## src/rtl/cpu_thread_ctrl_if.sv

```systemverilog
// Thread controller bus: thread bookkeeping inputs and pipeline control outputs.
// The master drives the controller; the slave is the controller itself.
interface cpu_thread_ctrl_if #(
    parameter int N_THREADS   = 4,
    parameter int IADDR_WIDTH = 6
);
    localparam int TW = $clog2(N_THREADS);

    logic [N_THREADS-1:0]   thread_ready;
    logic                   ip_wr;
    logic [TW-1:0]          ip_wr_thread;
    logic [IADDR_WIDTH-1:0] ip_wr_addr;
    logic                   ip_inc;
    logic                   jump;
    logic [IADDR_WIDTH-1:0] jump_addr;
    logic                   yield;
    logic [IADDR_WIDTH-1:0] yield_ip;
    logic                   exec_busy;
    logic                   invalidate;
    logic                   reload;
    logic                   instr_wait;
    logic [TW-1:0]          thread_num;
    logic [IADDR_WIDTH-1:0] ip_curr;

    modport master (
        output thread_ready, ip_wr, ip_wr_thread, ip_wr_addr, ip_inc,
               jump, jump_addr, yield, yield_ip, exec_busy,
        input  invalidate, reload, instr_wait, thread_num, ip_curr
    );

    modport slave (
        input  thread_ready, ip_wr, ip_wr_thread, ip_wr_addr, ip_inc,
               jump, jump_addr, yield, yield_ip, exec_busy,
        output invalidate, reload, instr_wait, thread_num, ip_curr
    );
endinterface

```

## src/rtl/cpu_thread_ctrl.sv

```systemverilog
// Round-robin hardware thread scheduler: owns the per-thread IP table and
// drives fetch IP plus flush/reload/freeze controls for the pipeline.
module cpu_thread_ctrl #(
    parameter int N_THREADS   = 4,
    parameter int IADDR_WIDTH = 6
) (
    input  logic            i_clk,
    input  logic            i_rst_n,
    cpu_thread_ctrl_if.slave bus
);
    localparam int TW = $clog2(N_THREADS);

    typedef enum logic [2:0] {IDLE, SELECT, RELOAD, RUN, JUMP} state_t;

    state_t                                  r_state, w_next;
    logic                                    r_invalidate, r_reload;
    logic [TW-1:0]                           r_thread_num, w_thread_next;
    logic [IADDR_WIDTH-1:0]                  r_ip_curr, w_ip_next;
    logic [TW-1:0]                           r_last, w_last_next;
    logic [N_THREADS-1:0][IADDR_WIDTH-1:0]   r_ip_table;

    logic                                    w_found;
    logic [TW-1:0]                           w_pick, w_idx;
    logic                                    w_save;
    logic [IADDR_WIDTH-1:0]                  w_save_ip;

    // Scan starts just after the last-run thread so it is considered last.
    always_comb begin
        w_found = 1'b0;
        w_pick  = '0;
        w_idx   = '0;
        for (int i = 1; i <= N_THREADS; i++) begin
            w_idx = r_last + TW'(i);
            if (!w_found && bus.thread_ready[w_idx]) begin
                w_found = 1'b1;
                w_pick  = w_idx;
            end
        end
    end

    always_comb begin
        w_next        = r_state;
        w_thread_next = r_thread_num;
        w_ip_next     = r_ip_curr;
        w_last_next   = r_last;
        w_save        = 1'b0;
        w_save_ip     = bus.yield_ip;
        case (r_state)
            IDLE: if (|bus.thread_ready) w_next = SELECT;
            SELECT: begin
                if (w_found) begin
                    w_next        = RELOAD;
                    w_thread_next = w_pick;
                    w_ip_next     = r_ip_table[w_pick];
                end else begin
                    w_next = IDLE;
                end
            end
            RELOAD: w_next = RUN;
            RUN: begin
                if (bus.yield) begin
                    // A jump taken alongside the yield is where the thread resumes.
                    w_save      = 1'b1;
                    w_save_ip   = bus.jump ? bus.jump_addr : bus.yield_ip;
                    w_last_next = r_thread_num;
                    w_next      = SELECT;
                end else if (bus.jump) begin
                    w_ip_next = bus.jump_addr;
                    w_next    = JUMP;
                end else if (bus.ip_inc) begin
                    w_ip_next = r_ip_curr + IADDR_WIDTH'(1);
                end
            end
            JUMP:    w_next = RELOAD;
            default: w_next = IDLE;
        endcase
    end

    always_ff @(posedge i_clk or negedge i_rst_n) begin
        if (!i_rst_n) begin
            r_state      <= IDLE;
            r_invalidate <= 1'b1;
            r_reload     <= 1'b0;
            r_thread_num <= '0;
            r_ip_curr    <= '0;
            r_last       <= TW'(N_THREADS - 1);
        end else begin
            r_state      <= w_next;
            r_invalidate <= (w_next == IDLE) || (w_next == SELECT) || (w_next == JUMP);
            r_reload     <= (w_next == RELOAD);
            r_thread_num <= w_thread_next;
            r_ip_curr    <= w_ip_next;
            r_last       <= w_last_next;
        end
    end

    // Yield save beats an external write to the same entry.
    always_ff @(posedge i_clk or negedge i_rst_n) begin
        if (!i_rst_n) begin
            r_ip_table <= '0;
        end else begin
            for (int t = 0; t < N_THREADS; t++) begin
                if (w_save && (r_thread_num == TW'(t)))
                    r_ip_table[t] <= w_save_ip;
                else if (bus.ip_wr && (bus.ip_wr_thread == TW'(t)))
                    r_ip_table[t] <= bus.ip_wr_addr;
            end
        end
    end

    assign bus.invalidate = r_invalidate;
    assign bus.reload     = r_reload;
    assign bus.thread_num = r_thread_num;
    assign bus.ip_curr    = r_ip_curr;
    assign bus.instr_wait = (r_state == RUN) && bus.exec_busy;
endmodule

```

## src/flat_wrapper.sv

```systemverilog
// flat-port wrapper written by rule: the top's interface ports become plain ports
module cpu_thread_ctrl_flat 
#(
    parameter int N_THREADS   = 4,
    parameter int IADDR_WIDTH = 6
)
  (i_clk, i_rst_n, bus_thread_ready, bus_ip_wr, bus_ip_wr_thread, bus_ip_wr_addr, bus_ip_inc, bus_jump, bus_jump_addr, bus_yield, bus_yield_ip, bus_exec_busy, bus_invalidate, bus_reload, bus_instr_wait, bus_thread_num, bus_ip_curr);
  cpu_thread_ctrl_if #(.N_THREADS(N_THREADS), .IADDR_WIDTH(IADDR_WIDTH)) bus_i ();
  input  logic i_clk;
  input  logic i_rst_n;
  input wire logic [$bits(bus_i.thread_ready)-1:0] bus_thread_ready;
  input wire logic [$bits(bus_i.ip_wr)-1:0] bus_ip_wr;
  input wire logic [$bits(bus_i.ip_wr_thread)-1:0] bus_ip_wr_thread;
  input wire logic [$bits(bus_i.ip_wr_addr)-1:0] bus_ip_wr_addr;
  input wire logic [$bits(bus_i.ip_inc)-1:0] bus_ip_inc;
  input wire logic [$bits(bus_i.jump)-1:0] bus_jump;
  input wire logic [$bits(bus_i.jump_addr)-1:0] bus_jump_addr;
  input wire logic [$bits(bus_i.yield)-1:0] bus_yield;
  input wire logic [$bits(bus_i.yield_ip)-1:0] bus_yield_ip;
  input wire logic [$bits(bus_i.exec_busy)-1:0] bus_exec_busy;
  output wire logic [$bits(bus_i.invalidate)-1:0] bus_invalidate;
  output wire logic [$bits(bus_i.reload)-1:0] bus_reload;
  output wire logic [$bits(bus_i.instr_wait)-1:0] bus_instr_wait;
  output wire logic [$bits(bus_i.thread_num)-1:0] bus_thread_num;
  output wire logic [$bits(bus_i.ip_curr)-1:0] bus_ip_curr;
  assign bus_i.thread_ready = bus_thread_ready;
  assign bus_i.ip_wr = bus_ip_wr;
  assign bus_i.ip_wr_thread = bus_ip_wr_thread;
  assign bus_i.ip_wr_addr = bus_ip_wr_addr;
  assign bus_i.ip_inc = bus_ip_inc;
  assign bus_i.jump = bus_jump;
  assign bus_i.jump_addr = bus_jump_addr;
  assign bus_i.yield = bus_yield;
  assign bus_i.yield_ip = bus_yield_ip;
  assign bus_i.exec_busy = bus_exec_busy;
  assign bus_invalidate = bus_i.invalidate;
  assign bus_reload = bus_i.reload;
  assign bus_instr_wait = bus_i.instr_wait;
  assign bus_thread_num = bus_i.thread_num;
  assign bus_ip_curr = bus_i.ip_curr;
  cpu_thread_ctrl #(.N_THREADS(N_THREADS), .IADDR_WIDTH(IADDR_WIDTH)) u_core (.i_clk(i_clk), .i_rst_n(i_rst_n), .bus(bus_i));
endmodule
```

## config.mk

```make
export PLATFORM = sky130hd
export DESIGN_NAME = cpu_thread_ctrl_flat
export DESIGN_NICKNAME = d
export VERILOG_FILES = /design/src/rtl/cpu_thread_ctrl_if.sv /design/src/rtl/cpu_thread_ctrl.sv /design/src/flat_wrapper.sv
export SDC_FILE = /design/constraint.sdc
export NUM_CORES = 1
export LEC_CHECK = 0
export CAP_MARGIN = 40
export CORE_ASPECT_RATIO = 0.9
export CORE_MARGIN = 1.5
export CORE_UTILIZATION = 55
export CTS_CLUSTER_DIAMETER = 60
export DETAILED_ROUTE_END_ITERATION = 16
export GPL_ROUTABILITY_DRIVEN = 0
export GPL_TIMING_DRIVEN = 0
export PLACE_DENSITY_LB_ADDON = 0.12
export SLEW_MARGIN = 30
export SYNTH_ARGS = -nofsm -noshare
export SYNTH_HDL_FRONTEND = slang
export SYNTH_SLANG_ARGS = --single-unit
```

## constraint.sdc

```tcl
create_clock -name i_clk -period 3.9 [get_ports i_clk]
set_clock_uncertainty 0.15 [all_clocks]
set_input_delay 0.975 -clock i_clk [delete_from_list [all_inputs] [get_ports i_clk]]
set_output_delay 0.975 -clock i_clk [all_outputs]
set_load 0.02 [all_outputs]
```

# Word level (Yosys, flattened, before mapping)
# Cells that the tools add are included.
[classes] n_reduce_logical=30 n_lt_le_gt_ge=5 eq_ne=16 n_mux=41 addsub=4
[op_table] operator="6-bit two-way mux" count=16
[op_table] operator="2-bit by 3-bit less-than comparator with 1-bit output, second input constant" count=5
[op_table] operator="3-bit case mux with 5 select lines" count=1
[op_table] operator="6-bit binary-select mux with 2-bit select" count=1
[op_table] operator="1-bit logical AND" count=12
[op_table] operator="6-bit case mux with 2 select lines" count=1
[op_table] operator="1-bit two-way mux" count=10
[op_table] operator="2-bit two-way mux" count=5
[op_table] operator="2-bit nonzero test" count=5
[op_table] operator="3-bit by 2-bit == test with 1-bit output, second input constant" count=3
[op_table] operator="3-bit two-way mux" count=3
[op_table] operator="1-bit binary-select mux with 2-bit select" count=4
[op_table] operator="2-bit == test, second input constant" count=4
[op_table] operator="6-bit by 1-bit adder with 6-bit output, second input constant" count=1
[op_table] operator="3-bit by 1-bit == test with 1-bit output, second input constant" count=2
[op_table] operator="3-bit == test, second input constant" count=2
[op_table] operator="3-bit logical NOT" count=2
[op_table] operator="2-bit adder, second input constant" count=2
[op_table] operator="2-bit by 1-bit == test with 1-bit output, second input constant" count=2
[op_table] operator="2-bit logical NOT" count=2
[op_table] operator="2-bit AND reduction" count=2
[op_table] operator="4-bit AND reduction" count=1
[op_table] operator="4-bit OR reduction" count=1
[op_table] operator="1-bit logical NOT" count=3
[op_table] operator="other kinds (5)" count=6
[totals] ff_bits=39 inputBits=31

# Logic depth before layout (Yosys ltp)
# Gate-level depths: netlist (run 1).
[logic_depth] ltp_word=18 depth_mapped=7 depth_no_buf=6

# Worst setup path before layout (run 1)
# Ideal clock, no wire load.
[synth_timing] path_type="input -> register" from="input bus_thread_ready[2]" to="register u_core.r_ip_curr[3] (netlist: u_core.bus.ip_curr[3])" path_stages=6 path_slack_ns=1.510 arrival_ns=2.149 path_cell_list="nand2b_1 o22ai_2 a21o_4 buf_6 mux2_4 o31ai_2"
[synth_between] elab_chain_cells=16 elab_cells_between_ends=28 classes_between="eq/ne: 1; mux: 20; reduce/logical: 7"
[synth_lines] element="start, declared" line="flat_wrapper.sv:11" source="input wire logic [$bits(bus_i.thread_ready)-1:0] bus_thread_ready;"
[synth_lines] element="1-bit binary-select mux with 2-bit select" line="cpu_thread_ctrl.sv:34" source="if (!w_found && bus.thread_ready[w_idx]) begin"
[synth_lines] element="1-bit two-way mux (not written as such)" line="cpu_thread_ctrl.sv:34"
[synth_lines] element="1-bit two-way mux" line="cpu_thread_ctrl.sv:34"
[synth_lines] element="1-bit logical NOT" line="cpu_thread_ctrl.sv:34"
[synth_lines] element="1-bit logical AND" line="cpu_thread_ctrl.sv:34"
[synth_lines] element="1-bit two-way mux" line="cpu_thread_ctrl.sv:34"
[synth_lines] element="1-bit logical NOT" line="cpu_thread_ctrl.sv:34"
[synth_lines] element="1-bit logical AND" line="cpu_thread_ctrl.sv:34"
[synth_lines] element="1-bit two-way mux" line="cpu_thread_ctrl.sv:34"
[synth_lines] element="1-bit logical NOT" line="cpu_thread_ctrl.sv:34"
[synth_lines] element="1-bit logical AND" line="cpu_thread_ctrl.sv:34"
[synth_lines] element="2-bit two-way mux" line="cpu_thread_ctrl.sv:34"
[synth_lines] element="6-bit binary-select mux with 2-bit select" line="cpu_thread_ctrl.sv:54" source="w_ip_next = r_ip_table[w_pick];"
[synth_lines] element="6-bit two-way mux (not written as such)" line="cpu_thread_ctrl.sv:54"
[synth_lines] element="6-bit two-way mux" line="cpu_thread_ctrl.sv:51" source="if (w_found) begin"
[synth_lines] element="6-bit case mux with 2 select lines" line="cpu_thread_ctrl.sv:48" source="case (r_state)"
[synth_lines] element="end signal, assigned" line="cpu_thread_ctrl.sv:92" source="r_ip_curr <= w_ip_next;"
[synth_lines] element="end, declared" line="cpu_thread_ctrl.sv:18" source="logic [IADDR_WIDTH-1:0] r_ip_curr, w_ip_next;"
# Several ways; a longest one is shown, not always the timed one. The select of a mux whose other input is x is not followed.
# A chain may end at the register's enable or synchronous reset.

# Worst setup path after layout (run 1)
[layout_timing] from="input bus_exec_busy" to="output bus_instr_wait"
[layout_between] elab_chain_cells=1
[layout_lines] element="start, declared" line="flat_wrapper.sv:20" source="input wire logic [$bits(bus_i.exec_busy)-1:0] bus_exec_busy;"
[layout_lines] element="1-bit logical AND" line="cpu_thread_ctrl.sv:115" source="assign bus.instr_wait = (r_state == RUN) && bus.exec_busy;"
[layout_lines] element="end, declared" line="flat_wrapper.sv:23" source="output wire logic [$bits(bus_i.instr_wait)-1:0] bus_instr_wait;"
# No other way between the ends.

==> metrics.yaml, run 1 <==
floorplanning:
  die_w_um: 73.0
  start_util_pct: 58.3
  row_count: 22
  core_area_um2: 4160
  io_pins: 42
  dieArea_um2: 4810
  die_h_um: 66.0
power_and_ir_drop:
  powerDensity_nw_per_um2: 700
  switching_share_pct: 40.4
  seqPwrFrac_pct: 36.7
  comb_power_share_pct: 50.7
  p_int_mw: 1.26
  finalPower_mw: 2.11
  power_switching_uw: 851
  irDropWorstVdd_uv: 401
  clock_power_share_pct: 12.5
  p_leak_nw: 1.32
cts:
  path_clk_slew_ns: 0.07
  post_cts_buffers: 0
  hold_buffers: 0
  clockRootBuffer: "clkbuf_8"
  cts_resized: 0
  cts_made_buffers: 5
  cts_sinks: 39
  cts.path.max_buffers: 2
  worstSkewPairLatency_ns: 0.29
  cts_tree: "yes"
  htree_levels: 2
setup_path:
  critical_path_class: "primary input to output port"
  startpoint_type: "primary input"
  critPathMaxFanout: 1
  cp.arrival_ns: 2.15
  crit_required_ns: 2.77
  endpoint_kind: "output port"
placement:
  placed_area_um2: 2930
  placed_cells: 357
  post-place-ws_ns: 0.620
  port_buffers: 41
  dp_hpwl_mm: 4.60
timing:
  period_needed_ns: 3.27
  timing.fmax_mhz: 305
  drv_slew: 0
  setup_viol: 0
  setup_tns_ns: 0
  fin_crit_sh_pct: 83.9
  max_slew.worst_pin.slew_ns: 0.755
  setup_ws_ns: 0.627
  whs_ns: 0.365
  slew-limit-headroom_pct: 49.2
  final_hold_viol_count: 0
  rsz0062_at_grt: "no"
layout:
  num_antenna_cells: 0
  final_nets: 336
  utilization_pct: 72.5
  fin_area_um2: 3010
  final_common_cell: "clkdlybuf4s50_1"
  areaGrowthSynthToFinish_pct: 24.3
  finalNonFillerCells: 365
  layout-drive-gt1-share_pct: 14.4
  final_cell_mix: "clkdlybuf4s50_1 (40), dfrtp_1 (36), nor2_1 (24)"
routing:
  num_vias: 2096
  via_per_inst: 5.74
  post_drt_wl_per_cell_um: 16.6
  first_pass_iters: 4
  route.detailed.drc: 0
  drtAntennaViolNets: 0
  drt_iter0_markers: 163
  drt-total-wl_mm: 6.06
yosys:
  yosysSeqAreaShare_pct: 40.4
  synth_area_per_cell_um2: 9.50
  async_flop_share_pct: 100
  yosysTopAreaCell: "dfrtp_1"
  synth-edff-count: 0
  synth.top_cell.area_share_pct: 37.2
  yosys_warnings: 0
  synth_ff_type: "dfrtp_1"
  syn-num-nets: 287
  synth-seq-cells: 39
  syn-cell-area_um2: 2420
  synthCells: 255
  ys_top_cells_by_area: "dfrtp_1 (37%), mux2i_1 (9.1%), mux2_2 (7.9%), a211oi_1 (5.3%), nor2_1 (3.7%)"
  ys_types: 46
run_status:
  status: "finished clean"
run:
  cap_violations: 0
global_routing:
  grt_pass1_wl_mm: 9.94
  grt_max_degree: 24
  gr-total-overflow: 0
  grtUsageTotal_pct: 27.7
  grt_pass1_vias: 2019
  antenna_found_initial: 0
worst_hold_path:
  hp-class: "register to register"
-- power by group through the flow --
stage | clock network (mW) | logic (mW) | registers (mW)
final | 0.264 | 1.07 | 0.774
after CTS | 0.271 | 1.07 | 0.768
after global placement | 0 | 1.02 | 0.765
after detailed placement | 0 | 1.06 | 0.773
after floorplan | 0 | 0.694 | 0.797
after global routing | 0.289 | 1.18 | 0.795
-- cells by family (layout without fill, tap and decap cells) --
group | Yosys count | count (layout) | share of synthesized area (%)
mux | 41 | 41 | 18.1
xor+xnor | 4 | 4 | 1.45
compound gates | 67 | 67 | 18.8
flops | 39 | 39 | 40.4
buf+inv | 22 | 72 | 4.03
simple gates | 81 | 81 | 16.7
fa+ha+maj | 1 | 1 | 0.516
-- layout make-up --
cell class | instances | area, um^2
buffer | 10 | 52.6
inverter | 12 | 45.0
clock buffer | 7 | 76.3
sequential | 39 | 980
timing repair buffer | 42 | 433
clock inverter | 1 | 5.00
multi-input combinational | 194 | 1350
fill | 324 | 1140
tap | 60 | 75.1
-- Yosys cell counts, types with 5 or more instances --
cell / number
o31ai_1: 5
nor2b_1: 6
inv_1: 12
dfrtp_1: 36
mux2i_1: 22
nor2_1: 24
o21ai_0: 13
nand2b_1: 5
nand3_1: 8
mux2_2: 17
a21oi_1: 17
a211oi_1: 17
nand2_1: 18
clkbuf_1: 5
-- worst max-delay path, cell delays in order --
cell             delay, ns
clkdlybuf4s50_1       0.44
and3_1                0.14
clkdlybuf4s50_1       0.59
-- path summary, 6_finish.rpt --
kind,start,end,slack (ns),cells past startpoint
min in group asynchronous,i_rst_n,u_core.bus.thread_num[0]$_DFFE_PN0P_,0.52,1
hold reg to reg,u_core.r_last[1]$_DFFE_PN1P_,u_core.r_last[1]$_DFFE_PN1P_,0.36,2
hold / removal,u_core.r_last[1]$_DFFE_PN1P_,u_core.r_last[1]$_DFFE_PN1P_,0.36,2
max in group asynchronous,i_rst_n,u_core.bus.invalidate$_DFF_PN1_,2.51,2
setup reg to reg,u_core.r_state[2]$_DFF_PN0_,u_core.r_ip_table[13]$_DFFE_PN0P_,1.78,6
setup / recovery,bus_exec_busy,bus_instr_wait,0.63,3
-- routing by layer --
metal	track usage, %	wire length [um]	vias to the layer above
li1	-	-	1019
met1	38.6	2810	1000
met2	44.6	2810	72
met3	6.10	397	5
met4	5.42	42	0
met5	0	0	-
-- flip-flops by register name, summed over array words and instances, names as in the netlist --
name	cells
u_core.r_state	3
u_core.r_last	2
u_core.bus.thread_num	2
u_core.bus.reload	1
u_core.bus.ip_curr	6
u_core.bus.invalidate	1
u_core.r_ip_table	24
Note: power is estimated with default switching activity, not from simulation.
==> run 2: changes to the inputs <==
--- a/config.mk
+++ b/config.mk
@@ -8,7 +8,7 @@
 export CAP_MARGIN = 40
 export CORE_ASPECT_RATIO = 0.9
 export CORE_MARGIN = 1.5
-export CORE_UTILIZATION = 55
+export CORE_UTILIZATION = 48
 export CTS_CLUSTER_DIAMETER = 60
 export DETAILED_ROUTE_END_ITERATION = 16
 export GPL_ROUTABILITY_DRIVEN = 0
==> constraint.sdc (replaced) <==
create_clock -name i_clk -period 2.75 [get_ports i_clk]
set_clock_uncertainty 0.15 [all_clocks]
set_input_delay 0.6875 -clock i_clk [delete_from_list [all_inputs] [get_ports i_clk]]
set_output_delay 0.6875 -clock i_clk [all_outputs]
set_load 0.02 [all_outputs]
==> metrics.yaml, run 2 (synthesis results as in run 1) <==
global_routing:
  gr-total-overflow: 0  # unchanged
  grt_pass1_vias: 1922  # -4.8%
  grt_max_degree: 28  # +17%
  use_met1_pct: 34.5  # -4.1 points
  antenna_found_initial: 0  # unchanged
  grt_pass1_wl_mm: 9.64  # -3.0%
  busiest_layer: "met1"
  use_met3_pct: 5.10  # -1.0 points
  use_met2_pct: 33.4  # -11 points
  grtUsageTotal_pct: 23.2  # -4.5 points
cts:
  worstSkewPairLatency_ns: 0.29  # about the same
  path_clk_slew_ns: 0.07  # about the same
  cts_tree: "yes"
  hold_buffers: 0  # unchanged
  cts.path.max_buffers: 2  # unchanged
  cts_resized: 0  # unchanged
  post_cts_buffers: 0  # unchanged
  clockRootBuffer: "clkbuf_8"
  cts_made_buffers: 5  # unchanged
  htree_levels: 2  # unchanged
  cts_sinks: 39  # unchanged
setup_path:
  critPathMaxFanout: 1  # unchanged
  r2r-start: "u_core.r_last[1]$_DFFE_PN1P_"
  startpoint: "bus_exec_busy"
  endpoint_kind: "output port"
  crit_required_ns: 1.91  # -0.86 ns
  startpoint_type: "primary input"
  cp.arrival_ns: 1.86  # -0.29 ns
  critical_path_class: "primary input to output port"
power_and_ir_drop:
  irDropWorstVdd_uv: 527  # +31%
  p_leak_nw: 1.32  # -0.25%
  powerDensity_nw_per_um2: 982  # +40%
timing:
  fin_crit_sh_pct: 98.2
  drv_slew: 0  # unchanged
  max_slew.worst_pin.slew_ns: 0.776  # +0.0208 ns
  slew-limit-headroom_pct: 47.8  # -1.4 points
  rsz0062_at_grt: "no"
  timing.fmax_mhz: 370
  setup_viol: 0  # unchanged
  period_needed_ns: 2.70
  final_hold_viol_count: 0  # unchanged
routing:
  drtAntennaViolNets: 0  # unchanged
  drt-total-wl_mm: 5.87  # -3.1%
  drt_iter0_markers: 124  # -24%
  post_drt_wl_per_cell_um: 15.9  # -4.4%
  num_vias: 2025  # -3.4%
  route.detailed.drc: 0  # unchanged
  first_pass_iters: 4  # unchanged
  via_per_inst: 5.47  # -4.7%
layout:
  fin_area_um2: 3010  # about the same
  final_nets: 336  # unchanged
  largest_reg_flops: 24  # unchanged
  num_antenna_cells: 0  # unchanged
  regMostFlops: "u_core.r_ip_table"
  finalNonFillerCells: 370  # +1.4%
  areaGrowthSynthToFinish_pct: 24.3  # about the same
  fillers: 438  # +35%
  final_cell_mix: "clkdlybuf4s50_1 (40), dfrtp_1 (36), nor2_1 (24)"
  layout-drive-gt1-share_pct: 14.4  # unchanged
  final_common_cell: "clkdlybuf4s50_1"
placement:
  dp_hpwl_mm: 4.38  # -4.9%
  placed_area_um2: 2930  # about the same
  port_buffers: 41  # unchanged
  placed_cells: 362  # +1.4%
worst_hold_path:
  hp-class: "primary input to asynchronous set/reset pin"
run:
  cap_violations: 0  # unchanged
floorplanning:
  core_area_um2: 4860  # +17%
  start_util_pct: 49.8  # -8.5 points
  io_pins: 42  # unchanged
  die_h_um: 70.4  # +6.7%
  die_w_um: 77.9  # +6.8%
  row_count: 24  # +9.1%
  dieArea_um2: 5480  # +14%
run_status:
  status: "finished clean"
## run 2: changes by cell type in the layout (fill, tap and decap cells not counted)
cell	before	now
buf_16	1	0
buf_12	0	1
## run 2: final timing paths
| kind | endpoint | slack (ns) | depth (start not counted) |
|---|---|---|---|
| worst max register to register | u_core.bus.ip_curr[3]$_DFFE_PN0P_ | 0.62 | 6 |
| worst min-delay path | u_core.bus.thread_num[1]$_DFFE_PN0P_ | 0.13 | 1 |
| worst max-delay path | bus_instr_wait | 0.05 | 3 |
| worst min register to register | u_core.r_last[1]$_DFFE_PN1P_ | 0.37 | 2 |
| max in group asynchronous | u_core.r_ip_table[11]$_DFFE_PN0P_ | 1.87 | 2 |
| min in group i_clk | u_core.r_last[1]$_DFFE_PN1P_ | 0.37 | 2 |
## run 2: critical path, cell delays in order
cell and delay (ns):
clkdlybuf4s50_1 0.44, and3_1 0.14, clkdlybuf4s50_1 0.59
## run 2: layout make-up
| type | instances | area (um^2) | area share [%] |
|---|---|---|---|
| multi-input combinational | 194 | 1350 | 44.7 |
| buffer | 10 | 52.6 | 1.74 |
| inverter | 12 | 45.0 | 1.50 |
| clock inverter | 1 | 5.00 | 0.166 |
| sequential | 39 | 980 | 32.5 |
| timing repair buffer | 42 | 425 | 14.1 |
| clock buffer | 7 | 76.3 | 2.53 |
| tap | 65 | 81.3 | 2.70 |
## run 2: where the power goes
group          leakage [nW]  internal, mW  switching [mW]
Combinational         0.815         0.728           0.765
Clock                0.0422         0.178           0.199
Sequential            0.463         0.874           0.213
Total                  1.32          1.78            1.18
## run 2: stage by stage
step | utilization, % | hold WS (ns) | TNS (ns) | setup WS [ns] | power [mW]
finish | 61.9 | 0.131 | 0 | 0.0506 | 2.96
global route | 61.9 | 0.153 | 0 | 0.00908 | 3.19
CTS | 61.9 | 0.137 | 0 | 0.0466 | 2.97
detailed placement | 60.2 | 0.352 | -0.227 | -0.120 | 2.58
global placement | 59.9 | 0.348 | -5.83 | -0.159 | 2.55
floorplan | - | 0.242 | 0 | 0.647 | 2.11
## run 2: layer usage
metal,wire (um),vias to the layer above
met5,0,-
met4,68,0
met3,310,7
met2,2490,47
met1,3000,941
li1,-,1030
==> run 3: changes to the inputs <==
--- a/config.mk
+++ b/config.mk
@@ -5,9 +5,9 @@
 export SDC_FILE = /design/constraint.sdc
 export NUM_CORES = 1
 export LEC_CHECK = 0
-export CAP_MARGIN = 40
+export ABC_CLOCK_PERIOD_IN_PS = 2750
 export CORE_ASPECT_RATIO = 0.9
-export CORE_MARGIN = 1.5
+export CORE_MARGIN = 2
 export CORE_UTILIZATION = 48
 export CTS_CLUSTER_DIAMETER = 60
 export DETAILED_ROUTE_END_ITERATION = 16
==> metrics.yaml, run 3 (synthesis results as in run 1) <==
layout:
  areaGrowthSynthToFinish_pct: 25.3
  largest_reg_flops: 24  # unchanged
  regMostFlops: "u_core.r_ip_table"
  final_cell_mix: "clkdlybuf4s50_1 (40), dfrtp_1 (36), nor2_1 (24)"
  final_nets: 336  # unchanged
  utilization_pct: 62.4  # +0.51 points
  final_common_cell: "clkdlybuf4s50_1"
  num_antenna_cells: 0  # unchanged
  fillers: 450  # +2.7%
  finalNonFillerCells: 370  # unchanged
  layout-drive-gt1-share_pct: 15.1  # +0.66 points
timing:
  final_hold_viol_count: 0  # unchanged
  setup_viol: 0  # unchanged
  drv_slew: 0  # unchanged
  timing.fmax_mhz: 370  # -0.24%
  slew-limit-headroom_pct: 45.8  # -2.0 points
  whs_ns: 0.130  # -0.000511 ns
  setup_ws_ns: 0.0441  # -0.00643 ns
  fin_crit_sh_pct: 98.4  # +0.23 points
  period_needed_ns: 2.71  # +0.00643 ns
  max_slew.worst_pin.slew_ns: 0.806  # +0.0300 ns
  rsz0062_at_grt: "no"
routing:
  post_drt_wl_per_cell_um: 15.9  # +0.17%
  num_vias: 2017  # -0.40%
  drt-total-wl_mm: 5.88  # +0.17%
  first_pass_iters: 4  # unchanged
  drtAntennaViolNets: 0  # unchanged
  drt_iter0_markers: 144  # +16%
  route.detailed.drc: 0  # unchanged
  via_per_inst: 5.45  # -0.40%
power_and_ir_drop:
  clock_power_share_pct: 14.3  # +1.6 points
  p_int_mw: 1.83  # +2.9%
  finalPower_mw: 3.01  # +1.8%
  comb_power_share_pct: 49.4  # -1.1 points
  powerDensity_nw_per_um2: 991  # +0.99%
  power_switching_mw: 1.18  # +0.24%
  seqPwrFrac_pct: 36.2  # -0.6 points
  p_leak_nw: 1.33  # +0.74%
  switching_share_pct: 39.2  # -0.62 points
  irDropWorstVdd_uv: 525  # -0.39%
setup_path:
  critPathMostFrequentCell: "clkdlybuf4s50_1"
  crit_required_ns: 1.91  # about the same
  rr_worst_depth: 6  # unchanged
  critPathMaxFanout: 1  # unchanged
  cp_slowest_stage_delay_ns: 0.59  # about the same
  cp_slowest_cell: "clkdlybuf4s50_1"
  cp.arrival_ns: 1.87  # about the same
  cp_num_cells: 3  # unchanged
  crit_family: "buffers and inverters"
  path_buf_inv: 2  # unchanged
  path_cells: "clkdlybuf4s50_1 > and3_1 > clkdlybuf4s50_1"
  endpoint_kind: "output port"
  startpoint_type: "primary input"
  critical_path_class: "primary input to output port"
floorplanning:
  io_pins: 42  # unchanged
  die_h_um: 71.4  # +1.4%
  dieArea_um2: 5630  # +2.7%
  core_area_um2: 4860  # unchanged
  start_util_pct: 49.8  # unchanged
  row_count: 24  # unchanged
  die_w_um: 78.9  # +1.3%
worst_hold_path:
  hp-class: "primary input to asynchronous set/reset pin"
cts:
  cts_made_buffers: 5  # unchanged
  worstSkewPairLatency_ns: 0.29  # about the same
  cts_sinks: 39  # unchanged
  path_clk_slew_ns: 0.08  # about the same
  post_cts_buffers: 0  # unchanged
  hold_buffers: 0  # unchanged
  cts_tree: "yes"
  clockRootBuffer: "clkbuf_8"
  cts.path.max_buffers: 2  # unchanged
  htree_levels: 2  # unchanged
  cts_resized: 0  # unchanged
placement:
  dp_hpwl_mm: 4.40  # +0.56%
  placed_cells: 362  # unchanged
  port_buffers: 41  # unchanged
  post-place-ws_ns: -0.127  # -0.00792 ns
global_routing:
  use_met3_pct: 4.16  # -0.94 points
  use_met2_pct: 34.0  # +0.57 points
  grt_pass1_wl_mm: 9.75  # +1.1%
  grt_max_degree: 28  # unchanged
  grt_pass1_vias: 1921  # -0.052%
  grtUsageTotal_pct: 23.0  # -0.19 points
  use_met1_pct: 34.7  # +0.19 points
  gr-total-overflow: 0  # unchanged
  busiest_layer: "met1"
  antenna_found_initial: 0  # unchanged
run_status:
  status: "finished clean"
run:
  cap_violations: 0  # unchanged
## run 3: path summary, 6_finish.rpt
kind                                              start                                end  slack (ns)
min                                             i_rst_n        u_core.r_state[1]$_DFF_PN0_        0.13
min reg2reg                u_core.r_last[0]$_DFFE_PN1P_       u_core.r_last[0]$_DFFE_PN1P_        0.37
min in group i_clk         u_core.r_last[0]$_DFFE_PN1P_       u_core.r_last[0]$_DFFE_PN1P_        0.37
max in group asynchronous                       i_rst_n  u_core.r_ip_table[12]$_DFFE_PN0P_        1.86
max                                       bus_exec_busy                     bus_instr_wait        0.04
max reg2reg                 u_core.r_state[2]$_DFF_PN0_   u_core.r_ip_table[9]$_DFFE_PN0P_        0.64
## run 3: layer usage
metal | part of all wire (%) | wire, um | up-vias
met5 | 0 | 0 | -
met1 | 51 | 3000 | 943
li1 | - | - | 1018
met4 | 1.3 | 74 | 0
met3 | 5.2 | 304 | 7
met2 | 43 | 2510 | 49
## run 3: cell type report
cell class	instances	area, um^2	area share, %
multi-input cells	194	1350	44.5
well taps	65	81.3	2.68
inverters	12	45.0	1.48
plain buffers	10	52.6	1.73
clock buffers	8	100	3.30
repair buffers	42	425	14.0
flip-flops and latches	39	980	32.3
## run 3: worst register-to-register path, stage by stage, from the launching register on
cell and delay [ns]:
dfrtp_1 0.44, nor2b_2 0.25, and3_1 0.18, buf_2 0.17
nand2_2 0.16, mux2i_1 0.48, mux2i_1 0.15
## run 3: through the flow
step | cell area (um^2) | setup TNS, ns
finish | 3040 | 0
global route | 3040 | 0
CTS | 3030 | 0
detailed placement | 2930 | -0.210
global placement | 2920 | -5.85
floorplan | 2420 | 0
## run 3: power groups by stage
stage                     Combinational (mW)  Clock [mW]  Sequential (mW)
after global placement                  1.46           0             1.08
after CTS                               1.49       0.439             1.09
after detailed placement                1.48           0             1.10
final                                   1.49       0.432             1.09
after floorplan                        0.984           0             1.13
after global routing                    1.65       0.459             1.14
